**src/rtl/reg_scoreboard.sv**
```systemverilog
// Register hazard scoreboard between decode and the register file.
// Counts in-flight writes per architectural register (x1..x31) and grants
// decode access only when no source is pending, the destination counter has
// headroom and the global in-flight budget allows another claim.
module reg_scoreboard #(
  parameter int MAX_INFLIGHT   = 4,
  parameter int CNT_W          = 2,
  parameter int BYPASS_RELEASE = 1
) (
  input  logic                                clk,
  input  logic                                resetn_i,
  input  logic                                ID_SB_req_i,
  input  logic [4:0]                          ID_SB_rs1_i,
  input  logic [4:0]                          ID_SB_rs2_i,
  input  logic                                ID_SB_rs1_used_i,
  input  logic                                ID_SB_rs2_used_i,
  input  logic [4:0]                          ID_SB_rd_i,
  input  logic                                ID_SB_rd_valid_i,
  output logic                                SB_ID_access_o,
  input  logic                                WB_SB_release_i,
  input  logic [4:0]                          WB_SB_rd_i,
  input  logic                                flush_i,
  output logic [$clog2(MAX_INFLIGHT+1)-1:0]   SB_inflight_o,
  output logic                                SB_err_o
);

  localparam int IW = $clog2(MAX_INFLIGHT + 1);
  localparam logic [IW-1:0]    IF_ONE  = IW'(1);
  localparam logic [IW-1:0]    IF_MAX  = IW'(MAX_INFLIGHT);
  localparam logic [CNT_W-1:0] CNT_ONE = CNT_W'(1);
  localparam logic [CNT_W-1:0] CNT_MAX = '1;

  // pend[0] stays zero forever so x0 never appears busy
  logic [CNT_W-1:0] pend [32];
  logic [IW-1:0]    inflight;
  logic             err;

  logic rs1_haz, rs2_haz;
  logic rs1_byp, rs2_byp;
  logic wants_claim, room_ok, cnt_ok;
  logic grant, claim, rel, rel_nz, same_reg;
  logic [8:0] pend_sum;

  // Source hazards; a release of the last pending write may bypass the stall
  always_comb begin
    rs1_byp = (BYPASS_RELEASE != 0) && WB_SB_release_i &&
              (WB_SB_rd_i == ID_SB_rs1_i) && (pend[ID_SB_rs1_i] == CNT_ONE);
    rs2_byp = (BYPASS_RELEASE != 0) && WB_SB_release_i &&
              (WB_SB_rd_i == ID_SB_rs2_i) && (pend[ID_SB_rs2_i] == CNT_ONE);
    rs1_haz = ID_SB_rs1_used_i && (ID_SB_rs1_i != 5'd0) &&
              (pend[ID_SB_rs1_i] != '0) && !rs1_byp;
    rs2_haz = ID_SB_rs2_used_i && (ID_SB_rs2_i != 5'd0) &&
              (pend[ID_SB_rs2_i] != '0) && !rs2_byp;
  end

  // Grant decision; budget checks use registered state only
  always_comb begin
    wants_claim = ID_SB_rd_valid_i && (ID_SB_rd_i != 5'd0);
    room_ok     = (inflight < IF_MAX) || !wants_claim;
    cnt_ok      = (pend[ID_SB_rd_i] != CNT_MAX) || !wants_claim;
    grant       = resetn_i && ID_SB_req_i && !flush_i && !rs1_haz && !rs2_haz &&
                  room_ok && cnt_ok;
    claim       = grant && wants_claim;
    rel         = WB_SB_release_i && (WB_SB_rd_i != 5'd0);
    rel_nz      = pend[WB_SB_rd_i] != '0;
    same_reg    = claim && rel && (ID_SB_rd_i == WB_SB_rd_i);
  end

  assign SB_ID_access_o = grant;
  assign SB_inflight_o  = inflight;
  assign SB_err_o       = err;

  // Pending counters, in-flight total and sticky error; same-register
  // claim/release pairs cancel and never flag an error
  always_ff @(posedge clk or negedge resetn_i) begin
    if (!resetn_i) begin
      for (int i = 0; i < 32; i++) pend[i] <= '0;
      inflight <= '0;
      err      <= 1'b0;
    end else if (flush_i) begin
      for (int i = 0; i < 32; i++) pend[i] <= '0;
      inflight <= '0;
    end else if (!same_reg) begin
      if (claim) pend[ID_SB_rd_i] <= pend[ID_SB_rd_i] + CNT_ONE;
      if (rel && rel_nz) pend[WB_SB_rd_i] <= pend[WB_SB_rd_i] - CNT_ONE;
      if (rel && !rel_nz) err <= 1'b1;
      if (claim && !(rel && rel_nz)) inflight <= inflight + IF_ONE;
      else if (!claim && rel && rel_nz) inflight <= inflight - IF_ONE;
    end
  end

  // Sum of per-register counters, used only by the consistency check
  always_comb begin
    pend_sum = '0;
    for (int i = 1; i < 32; i++) pend_sum = pend_sum + 9'(pend[i]);
  end

  a_inflight_consistent: assert property (@(posedge clk) disable iff (!resetn_i)
    (pend_sum == 9'(inflight)) && (inflight <= IF_MAX));

endmodule

```
**config.mk**
```make
export PLATFORM = sky130hd
export DESIGN_NAME = reg_scoreboard
export DESIGN_NICKNAME = d
export VERILOG_FILES = /design/src/rtl/reg_scoreboard.sv
export SDC_FILE = /design/constraint.sdc
export NUM_CORES = 1
export LEC_CHECK = 0
export ABC_AREA = 1
export CAP_MARGIN = 20
export CORE_MARGIN = 8
export CORE_UTILIZATION = 42
export CTS_CLUSTER_DIAMETER = 30
export DETAILED_ROUTE_END_ITERATION = 16
export HOLD_SLACK_MARGIN = 0.03
export PLACE_DENSITY = 0.65
export SETUP_SLACK_MARGIN = 0.3
export SYNTH_ARGS = -nofsm -noshare
export SYNTH_HDL_FRONTEND = slang
export SYNTH_SLANG_ARGS = --single-unit
```
**constraint.sdc**
```tcl
create_clock -name clk -period 3.8 [get_ports clk]
set_clock_uncertainty 0.2 [all_clocks]
set_input_delay 0.76 -clock clk [delete_from_list [all_inputs] [get_ports clk]]
set_output_delay 0.76 -clock clk [all_outputs]
set_load 0.005 [all_outputs]
```
==> flow_summary.yaml <==
run_status:
  status: "completed"
logic_synthesis:
  netlist_area_mm2: 0.00765
  ys_types: 39
  syn_inst: 1383
  yosys_warnings: 0
  yosys.area.top_type_share_pct: 26.1
  ys_seq_area_share_pct: 22.3
  synth-seq-cells: 68
  synthTopCellsByArea: "nand2_1 26%, dfrtp_1 22%, nand3_1 10%"
  synth_fp_nets: 1414
  syn_avg_cell_area_um2: 5.53
  yosysTopAreaCell: "nand2_1"
worst_setup_path:
  startpoint_type: "input port"
  cp.required_ns: 3.84
  critPathKind: "in -> reg"
  endpoint_kind: "register"
  crit_fanout: 8
  cp_top_family: "buffers and inverters"
  cpMaxStageDelayCell: "or2_4"
  crit_chain: "buf_12 > buf_12 > nand2_8 > buf_12 > o22ai_2 > o21ai_1 > nand4_1 > or2_4 > ha_4 > o21ai_2 > nand4_1 > inv_2 > buf_6 > buf_6 > buf_6 > buf_6 > nand4_4 > o21ai_4 > buf_12 > buf_6 > a21oi_1 > nand2_1 > nand2_1"
  max_stage_delay_ns: 0.27
  worst-path-buf-inv: 10
  cp_common_cell: "buf_6"
  arrival_ns: 3.60
final_layout:
  nFillCells: 1724
  synthToLayoutAreaGrowth_pct: 42.5
  final_cell_mix: "523 x nand2_1, 167 x buf_4, 150 x nand3_1"
  final_common_cell: "nand2_1"
  stdcell_area_mm2: 0.0109
  layout.nets: 1611
  drive_gt1_share_pct: 22.8
  diodes: 0
floorplanning:
  dieArea_mm2: 0.0228
  ioPinCount: 33
  fp.coreArea_mm2: 0.0179
  floorplan.initialDensity_pct: 42.7
  row_count: 49
  dieHeight_um: 151
  fp.dieW_um: 151
min_path:
  hold_class: "reg -> reg"
power:
  p_per_area_mw_per_mm2: 221
  p_total_uw: 2410
  p_leak_uw: 0.00527
  ir_drop_v: 0.000232
global_routing:
  grt_antenna_before_repair: 0
  grt_first_pass_wirelength_um: 54600
  overflow: 0
  grt.total_usage_pct: 31.8
  grt_pass1_vias: 9413
  grt_max_degree: 64
clocking:
  clk_pin_slew_ns: 0.05
  insertion_delay_ns: 0.35
  clock_sinks: 68
  clockBufferDepth: 2
  root_buffer: "clkbuf_16"
  cts_inserted_buffers: 9
  cts_tree: "yes"
  cts_max_level: 3
sta:
  finalCritPeriodShare_pct: 93.7
  timing_hold_violations_final: 0
  slew_headroom_pct: 61.4
  fmax_mhz: 281
  min_period_ns: 3.56
  grt_setup_unrepaired: "yes"
  worst_slew_pin_slew_ns: 0.579
  finalSetupViolCount: 0
  slew_violations: 0
  setup_tns_ns: 0
place:
  place.gp.congestion: 1.06
  hpwl_um: 26300
  place_area_mm2: 0.00965
  port-buffer-count: 32
drt:
  first_iter_violations: 1476
  firstDrtPassIters: 6
  ant_nets: 0
  avgViaCountPerCell: 5.87
  drc: 0
  post_drt_wl_per_cell_um: 21.4
  vias: 10700
  routed_wl_um: 38900
run:
  maxCapViolations: 0
==> Yosys cell counts (all sizes together) <==
library cell,instances
nand2,533
nand3,155
inv,154
o21ai,119
nor2,94
a21oi,70
dfrtp,68
buf,58
o22ai,41
clkbuf,20
nor3,14
o211ai,14
a22oi,8
o221ai,8
nand4,7
xor2,5
a22o,4
or2,3
clkinv,2
ha,2
fa,1
nand3b,1
nor4,1
o21bai,1
==> final cells by class <==
class	instances	area (um2)	share of cell area [%]
Timing Repair inverter	1	3.75	0.0345
Sequential cell	68	1700	15.6
Tap cell	229	287	2.63
Timing Repair Buffer	261	2660	24.4
Multi-Input combinational cell	1083	5340	49.0
Inverter	156	613	5.63
Clock buffer	11	233	2.14
Clock inverter	5	62.6	0.574
==> flip-flops by register name (all words and copies together), names as in the netlist <==
| register | count |
|---|---|
| pend | 64 |
| SB_inflight_o | 3 |
| SB_err_o | 1 |
==> final timing paths <==
kind | start | to | cells past startpoint | slack, ns
hold / removal | SB_err_o | SB_err_o | 1 | 0.29
setup reg to reg | pend[2] | pend[58] | 22 | 0.40
min in group asynchronous | resetn_i | pend[29] | 2 | 0.36
setup / recovery | ID_SB_rd_i[1] | pend[58] | 23 | 0.24
hold reg to reg | SB_err_o | SB_err_o | 1 | 0.29
max in group asynchronous | resetn_i | pend[59] | 3 | 2.16
==> repair_timing <==
action	in CTS	in global routing
buffers inserted	12	9
pin swaps	15	69
gates resized for setup	74	94
gates cloned	5	12
setup endpoints to repair	67	67
hold buffers	0	0
==> power breakdown <==
part	switching (uW)	leakage [uW]	internal, uW
clock network	363	0.000136	511
registers	23.1	0.000938	740
logic	445	0.00419	327
total	831	0.00527	1580
==> logic make-up after synthesis <==
kind of cell / synth area share [%]
fa+ha+maj: 0.589
buf+inv: 13.2
xor+xnor: 0.573
simple gates: 43.8
compound gates: 19.7
flops: 22.3
==> metrics by stage <==
stage / hold WS, ns / setup WS, ns / cells / util [%]
5_1_grt: 0.343 / 0.0960 / 1814 / 60.9
3_3_place_gp: 0.264 / -0.680 / 1760 / 53.9
3_5_place_dp: 0.271 / -0.731 / 1760 / 53.9
6_report: 0.288 / 0.241 / 1814 / 60.9
2_1_floorplan: 0.264 / 0.0767 / 1383 / -
4_1_cts: 0.287 / 0.285 / 1793 / 57.5
==> metal layers <==
layer  track usage [%]  share of wire [%]
met5                 0                  0
met4              16.1                5.7
met3              6.36                 14
met2              45.8                 41
met1              44.0                 40
No activity file was read; power rests on OpenSTA's default activity.
